## src/rtl/vram_writer.sv

```systemverilog
// Host write path into the shared 256K x 16 video SRAM: command FIFO, bus request,
// and a fixed SETUP/STROBE/HOLD write strobe per word with fill support.
`timescale 1ns/1ps
module vram_writer #(
    parameter int FIFO_DEPTH = 4,
    parameter int COUNT_W    = 10
) (
    input  logic               clk,
    input  logic               resetN,
    input  logic               cmdValid,
    output logic               cmdReady,
    input  logic [17:0]        cmdAddr,
    input  logic [15:0]        cmdData,
    input  logic [1:0]         cmdBe,
    input  logic [COUNT_W-1:0] cmdCount,
    output logic               busReq,
    input  logic               busGrant,
    output logic               busy,
    output logic [17:0]        ram_addr,
    output logic [15:0]        ram_dout,
    output logic               ram_ce,
    output logic               ram_oe,
    output logic               ram_we,
    output logic               ram_lb,
    output logic               ram_hb
);
    localparam int PTR_W = $clog2(FIFO_DEPTH);
    localparam int CNT_W = PTR_W + 1;
    localparam int ENT_W = 18 + 16 + 2 + COUNT_W;

    typedef enum logic [2:0] {IDLE, REQ, SETUP, STROBE, HOLD} state_t;

    state_t               state_q, state_d;
    logic [ENT_W-1:0]     mem_q [FIFO_DEPTH];
    logic [PTR_W-1:0]     wr_ptr_q, rd_ptr_q, nxt_ptr;
    logic [CNT_W-1:0]     count_q;
    logic                 rdy_q;
    logic                 push, pop, full;
    logic [17:0]          addr_q, addr_d;
    logic [15:0]          data_q, data_d;
    logic [1:0]           be_q, be_d;
    logic [COUNT_W-1:0]   rem_q, rem_d;
    logic [17:0]          ram_addr_q;
    logic [15:0]          ram_dout_q;

    // rdy_q keeps cmdReady low until the first edge after reset release
    assign full     = (count_q == CNT_W'(FIFO_DEPTH));
    assign cmdReady = rdy_q & ~full;
    assign push     = cmdValid & cmdReady;
    assign nxt_ptr  = rd_ptr_q + PTR_W'(1);

    always_ff @(posedge clk) begin
        if (push)
            mem_q[wr_ptr_q] <= {cmdAddr, cmdData, cmdBe, cmdCount};
    end

    always_ff @(posedge clk or negedge resetN) begin
        if (!resetN) begin
            rdy_q    <= 1'b0;
            wr_ptr_q <= '0;
            rd_ptr_q <= '0;
            count_q  <= '0;
        end else begin
            rdy_q <= 1'b1;
            if (push) wr_ptr_q <= wr_ptr_q + PTR_W'(1);
            if (pop)  rd_ptr_q <= nxt_ptr;
            case ({push, pop})
                2'b10:   count_q <= count_q + CNT_W'(1);
                2'b01:   count_q <= count_q - CNT_W'(1);
                default: count_q <= count_q;
            endcase
        end
    end

    // The head entry stays in the FIFO until its last word completes.
    always_comb begin
        state_d = state_q;
        addr_d  = addr_q;
        data_d  = data_q;
        be_d    = be_q;
        rem_d   = rem_q;
        pop     = 1'b0;
        case (state_q)
            IDLE: begin
                if (count_q != '0) begin
                    {addr_d, data_d, be_d, rem_d} = mem_q[rd_ptr_q];
                    state_d = REQ;
                end
            end
            REQ:    if (busGrant) state_d = SETUP;
            SETUP:  state_d = STROBE;
            STROBE: state_d = HOLD;
            HOLD: begin
                if (rem_q != '0) begin
                    addr_d  = addr_q + 18'd1;
                    rem_d   = rem_q - COUNT_W'(1);
                    state_d = busGrant ? SETUP : REQ;
                end else begin
                    pop = 1'b1;
                    if (count_q > CNT_W'(1) && busGrant) begin
                        {addr_d, data_d, be_d, rem_d} = mem_q[nxt_ptr];
                        state_d = SETUP;
                    end else begin
                        state_d = IDLE;
                    end
                end
            end
            default: state_d = IDLE;
        endcase
    end

    always_ff @(posedge clk or negedge resetN) begin
        if (!resetN) begin
            state_q    <= IDLE;
            addr_q     <= '0;
            data_q     <= '0;
            be_q       <= '0;
            rem_q      <= '0;
            ram_addr_q <= '0;
            ram_dout_q <= '0;
        end else begin
            state_q <= state_d;
            addr_q  <= addr_d;
            data_q  <= data_d;
            be_q    <= be_d;
            rem_q   <= rem_d;
            // SRAM address/data only move on entry to SETUP, so they hold while released
            if (state_d == SETUP) begin
                ram_addr_q <= addr_d;
                ram_dout_q <= data_d;
            end
        end
    end

    assign ram_ce   = (state_q == SETUP) | (state_q == STROBE) | (state_q == HOLD);
    assign ram_we   = (state_q == STROBE);
    assign ram_oe   = 1'b0;
    assign ram_lb   = ram_ce & be_q[0];
    assign ram_hb   = ram_ce & be_q[1];
    assign ram_addr = ram_addr_q;
    assign ram_dout = ram_dout_q;
    assign busReq   = (state_q != IDLE);
    assign busy     = (count_q != '0) | (state_q != IDLE);

endmodule

```

## config.mk

```make
export PLATFORM = sky130hd
export DESIGN_NAME = vram_writer
export DESIGN_NICKNAME = d
export VERILOG_FILES = /design/src/rtl/vram_writer.sv
export SDC_FILE = /design/constraint.sdc
export NUM_CORES = 1
export LEC_CHECK = 0
export CORE_MARGIN = 1
export CORE_UTILIZATION = 39
export DETAILED_ROUTE_END_ITERATION = 7
export PLACE_DENSITY_LB_ADDON = 0.05
export SYNTH_ARGS = -nofsm -noshare
export SYNTH_HDL_FRONTEND = slang
export SYNTH_SLANG_ARGS = --single-unit
```

## constraint.sdc

```tcl
create_clock -name clk -period 4.67 [get_ports clk]
set_input_delay 0.934 -clock clk [delete_from_list [all_inputs] [get_ports clk]]
set_output_delay 0.934 -clock clk [all_outputs]
set_load 0.02 [all_outputs]
```

==> results.sh <==
export IMPL_status="finished clean"
export IMPL_fp_dieW_um=181.6
export IMPL_globalplace_congestion=0.8403
export IMPL_core_area_um2=31640
export IMPL_cp_end_kind="output port"
export IMPL_path_class="flop to output port"
export IMPL_synth_seq_cells=275
export IMPL_overflow=0
export IMPL_p_sw_mw=2.905
export IMPL_syn_inst=839
export IMPL_worst_slew_pin_slew_ps=923.9
export IMPL_max_cap_violations=0
export IMPL_drt_total_wl_um=30060
export IMPL_synth_flop_cell="edfxtp_1"
export IMPL_crit_required_ps=3740
export IMPL_drive_gt1_share_pct=18.37
export IMPL_rows=65
export IMPL_grt_first_pass_wirelength_um=47310
export IMPL_power_density_nw_per_um2=572.0
export IMPL_synth_edf_count=184
export IMPL_drv_slew=0
export IMPL_final_hold_viol_count=0
export IMPL_placed_cell_area_um2=13940
export IMPL_syn_avg_cell_area_um2=15.00
export IMPL_syn_area_um2=12580
export IMPL_routedWlPerCell_um=22.29
export IMPL_ctsResizeCount=0
export IMPL_reg2reg_slack_ps=1630
export IMPL_cp_data_arrival_time_ps=2620
export IMPL_cts_buffer_depth=3
export IMPL_htreeDepth=1
export IMPL_stdcell_count=1349
export IMPL_nFillCells=2752
export IMPL_crit_fanout=6
export IMPL_antenna_left=0
export IMPL_layout_min_cycle_time_ps=3556
export IMPL_dr_pass1_iters=7
export IMPL_grtUsageTotal_pct=18.70
export IMPL_stdcell_area_um2=14860
export IMPL_clk_pin_slew_ps=60
export IMPL_worst_skew_pair_late_latency_ps=570
export IMPL_yosysSeqAreaShare_pct=62.02
export IMPL_yosysUniqueCellTypes=68
export IMPL_die_h_um=181.6
export IMPL_grt_setup_unrepaired="no"
export IMPL_diodes=0
export IMPL_first_global_vias=8102
export IMPL_timing_rr_start="rem_q[0]$_DFFE_PN0P_"
export IMPL_cpPeakStageDelay_ps=730
export IMPL_cts_tree="built"
export IMPL_num_vias=7679
export IMPL_hp_class="input pin to asynchronous set/reset pin"
export IMPL_place_hpwl_um=18310
export IMPL_drcViolationCount=0
export IMPL_dp_cells=1293
export IMPL_holdBufCountCts=0
export IMPL_die_area_um2=32980
export IMPL_fin_tns_setup_ps=0
export IMPL_syn_nets=900
export IMPL_irDropWorstVdd_uv=310.9
export IMPL_crit_chain="inv_1, ha_1, a21boi_0, clkdlybuf4s50_1"
export IMPL_post_cts_buffers=0
export IMPL_finClkSkew_ps=22.34
export IMPL_clkPwrFrac_pct=26.1
export IMPL_cp_start_kind="flop"
export IMPL_areaGrowthSynthToFinish_pct=18.15
export IMPL_internal_power_mw=5.597
export IMPL_ff2ff_path_depth=8
export IMPL_initial_core_util_pct=39.77
export IMPL_drt_iter0_drc=483
export IMPL_fmax_ghz=0.2813
export IMPL_ys_warn_count=0
export IMPL_numCtsBuffers=30
export IMPL_pwr_share_comb_pct=31.6
export IMPL_r2r_end="ram_addr[10]$_DFFE_PN0N_"
export IMPL_p_leak_nw=5.116
export IMPL_grt_max_degree=72
export IMPL_io_buffers=90
export IMPL_max_slew_margin_pct=38.41
export IMPL_seq_power_share_pct=42.3
export IMPL_antenna_found_initial=0
export IMPL_viasPerCell=5.692
export IMPL_fin_hold_ws_ps=464.8
export IMPL_final_nets=984
export IMPL_io_pins=92
export IMPL_setup_violations=0
export IMPL_slowest_stage="clkdlybuf4s50_1"
export IMPL_post_route_period_util_pct=76.14
export IMPL_swShare_pct=34.17
export IMPL_cts_root_buffer="clkbuf_16"
export IMPL_cts_sinks=275
export IMPL_synth_async_reset_ratio_pct=33.09
per-stage QoR:
stage	utilization (%)	power (mW)	worst slack, ps
2_1_floorplan	-	5.231	1612
3_3_place_gp	44.08	6.260	1329
3_5_place_dp	44.08	6.340	1251
4_1_cts	46.98	8.585	1105
5_1_grt	46.98	8.986	959.9
6_report	46.98	8.502	1114
synthesized netlist by cell type, types with 16 or more instances:
master    instances  area share (%)
dfrtp_1          91              18
edfxtp_1        184              44
a21oi_1          30             1.2
nand3_1          17            0.68
a22oi_1          21             1.3
buf_2            19            0.76
mux2_1           16             1.4
mux2_2           17             1.5
clkbuf_1         29            0.87
nor2_1           36             1.1
mux4_2           84              15
o21ai_1          39             1.6
nand2_1          78             2.3
critical path, delay by kind of cell (launching register included):
kind	cells	cell delay, ps
buffers and inverters	2	830
AO/OA/AOI/OAI	1	560
flip-flops	1	440
adder cells (fa/ha/maj)	1	240
flip-flops by register name (all words and copies together), names as in the netlist:
name and flops:
be_q 2, count_q 3, rdy_q 1, state_q 3
rem_q 10, addr_q 18, rd_ptr_q 2, ram_dout 16
wr_ptr_q 2, mem_q 184, data_q 16, ram_addr 18
cell type report:
type                            count  area, um2  share of cell area [%]
Clock buffer                       42      815.8                   5.488
Sequential cell                   275       7810                   52.54
Inverter                           15      56.30                  0.3788
Multi-Input combinational cell    495       4532                   30.49
Clock inverter                     14      103.9                  0.6987
Tap cell                          402      503.0                   3.384
Timing Repair Buffer              106       1044                   7.020
logic make-up after synthesis:
family	synth area share, %
simple gates	7.151
other cells	0.05969
fa+ha+maj	1.094
flops	62.02
xor+xnor	0.8354
compound gates	8.096
mux	18.47
buf+inv	2.277
worst max-delay path by stage:
stage / from / end / slack (ps) / cells past startpoint
final: count_q[0]$_DFFE_PN0P_ / cmdReady / 1110 / 4
after global routing: count_q[0]$_DFFE_PN0P_ / cmdReady / 960 / 4
after CTS: count_q[0]$_DFFE_PN0P_ / cmdReady / 1110 / 4
after detailed placement: busGrant / ram_dout[12]$_DFFE_PN0N_ / 1250 / 6
after global placement: busGrant / ram_dout[14]$_DFFE_PN0N_ / 1330 / 6
after floorplan: count_q[0]$_DFFE_PN0P_ / mem_q[1][0]$_DFFE_PP_ / 1610 / 4
placed cells by master (no fill, tap or decap), drive strengths merged, types with 5 or more instances in the layout:
| cell type | Yosys | layout |
|---|---|---|
| nand2 | 78 | 78 |
| ha | 11 | 11 |
| a21oi | 30 | 30 |
| a22oi | 21 | 21 |
| o21ai | 54 | 54 |
| nor2 | 36 | 36 |
| clkbuf | 29 | 42 |
| nand4 | 5 | 5 |
| xnor2 | 7 | 7 |
| edfxtp | 184 | 184 |
| mux2i | 6 | 6 |
| nand3 | 17 | 17 |
| xor2 | 5 | 5 |
| clkinv | 0 | 12 |
| mux2 | 33 | 33 |
| buf | 25 | 17 |
| clkdlybuf4s50 | 0 | 89 |
| nor4 | 5 | 5 |
| mux4 | 84 | 84 |
| inv | 15 | 15 |
| o211ai | 5 | 5 |
| dfrtp | 91 | 91 |
| and3 | 11 | 11 |
| o31ai | 5 | 5 |
| nor3 | 12 | 12 |
power groups by stage:
stage	Clock [mW]	Sequential, mW	Combinational (mW)
3_5_place_dp	0	3.64	2.70
4_1_cts	2.27	3.60	2.72
3_3_place_gp	0	3.61	2.65
2_1_floorplan	0	3.64	1.59
5_1_grt	2.36	3.67	2.95
6_report	2.22	3.59	2.69
metal layers:
metal  up-vias  routed length, um  GRT usage, %
met3        47               1301         2.266
met2       180              14690         31.57
met5         -                  0             0
li1       3478                  -             -
met1      3974              13500         25.86
met4         0                573         4.407
(Power assumes the default switching activity.)
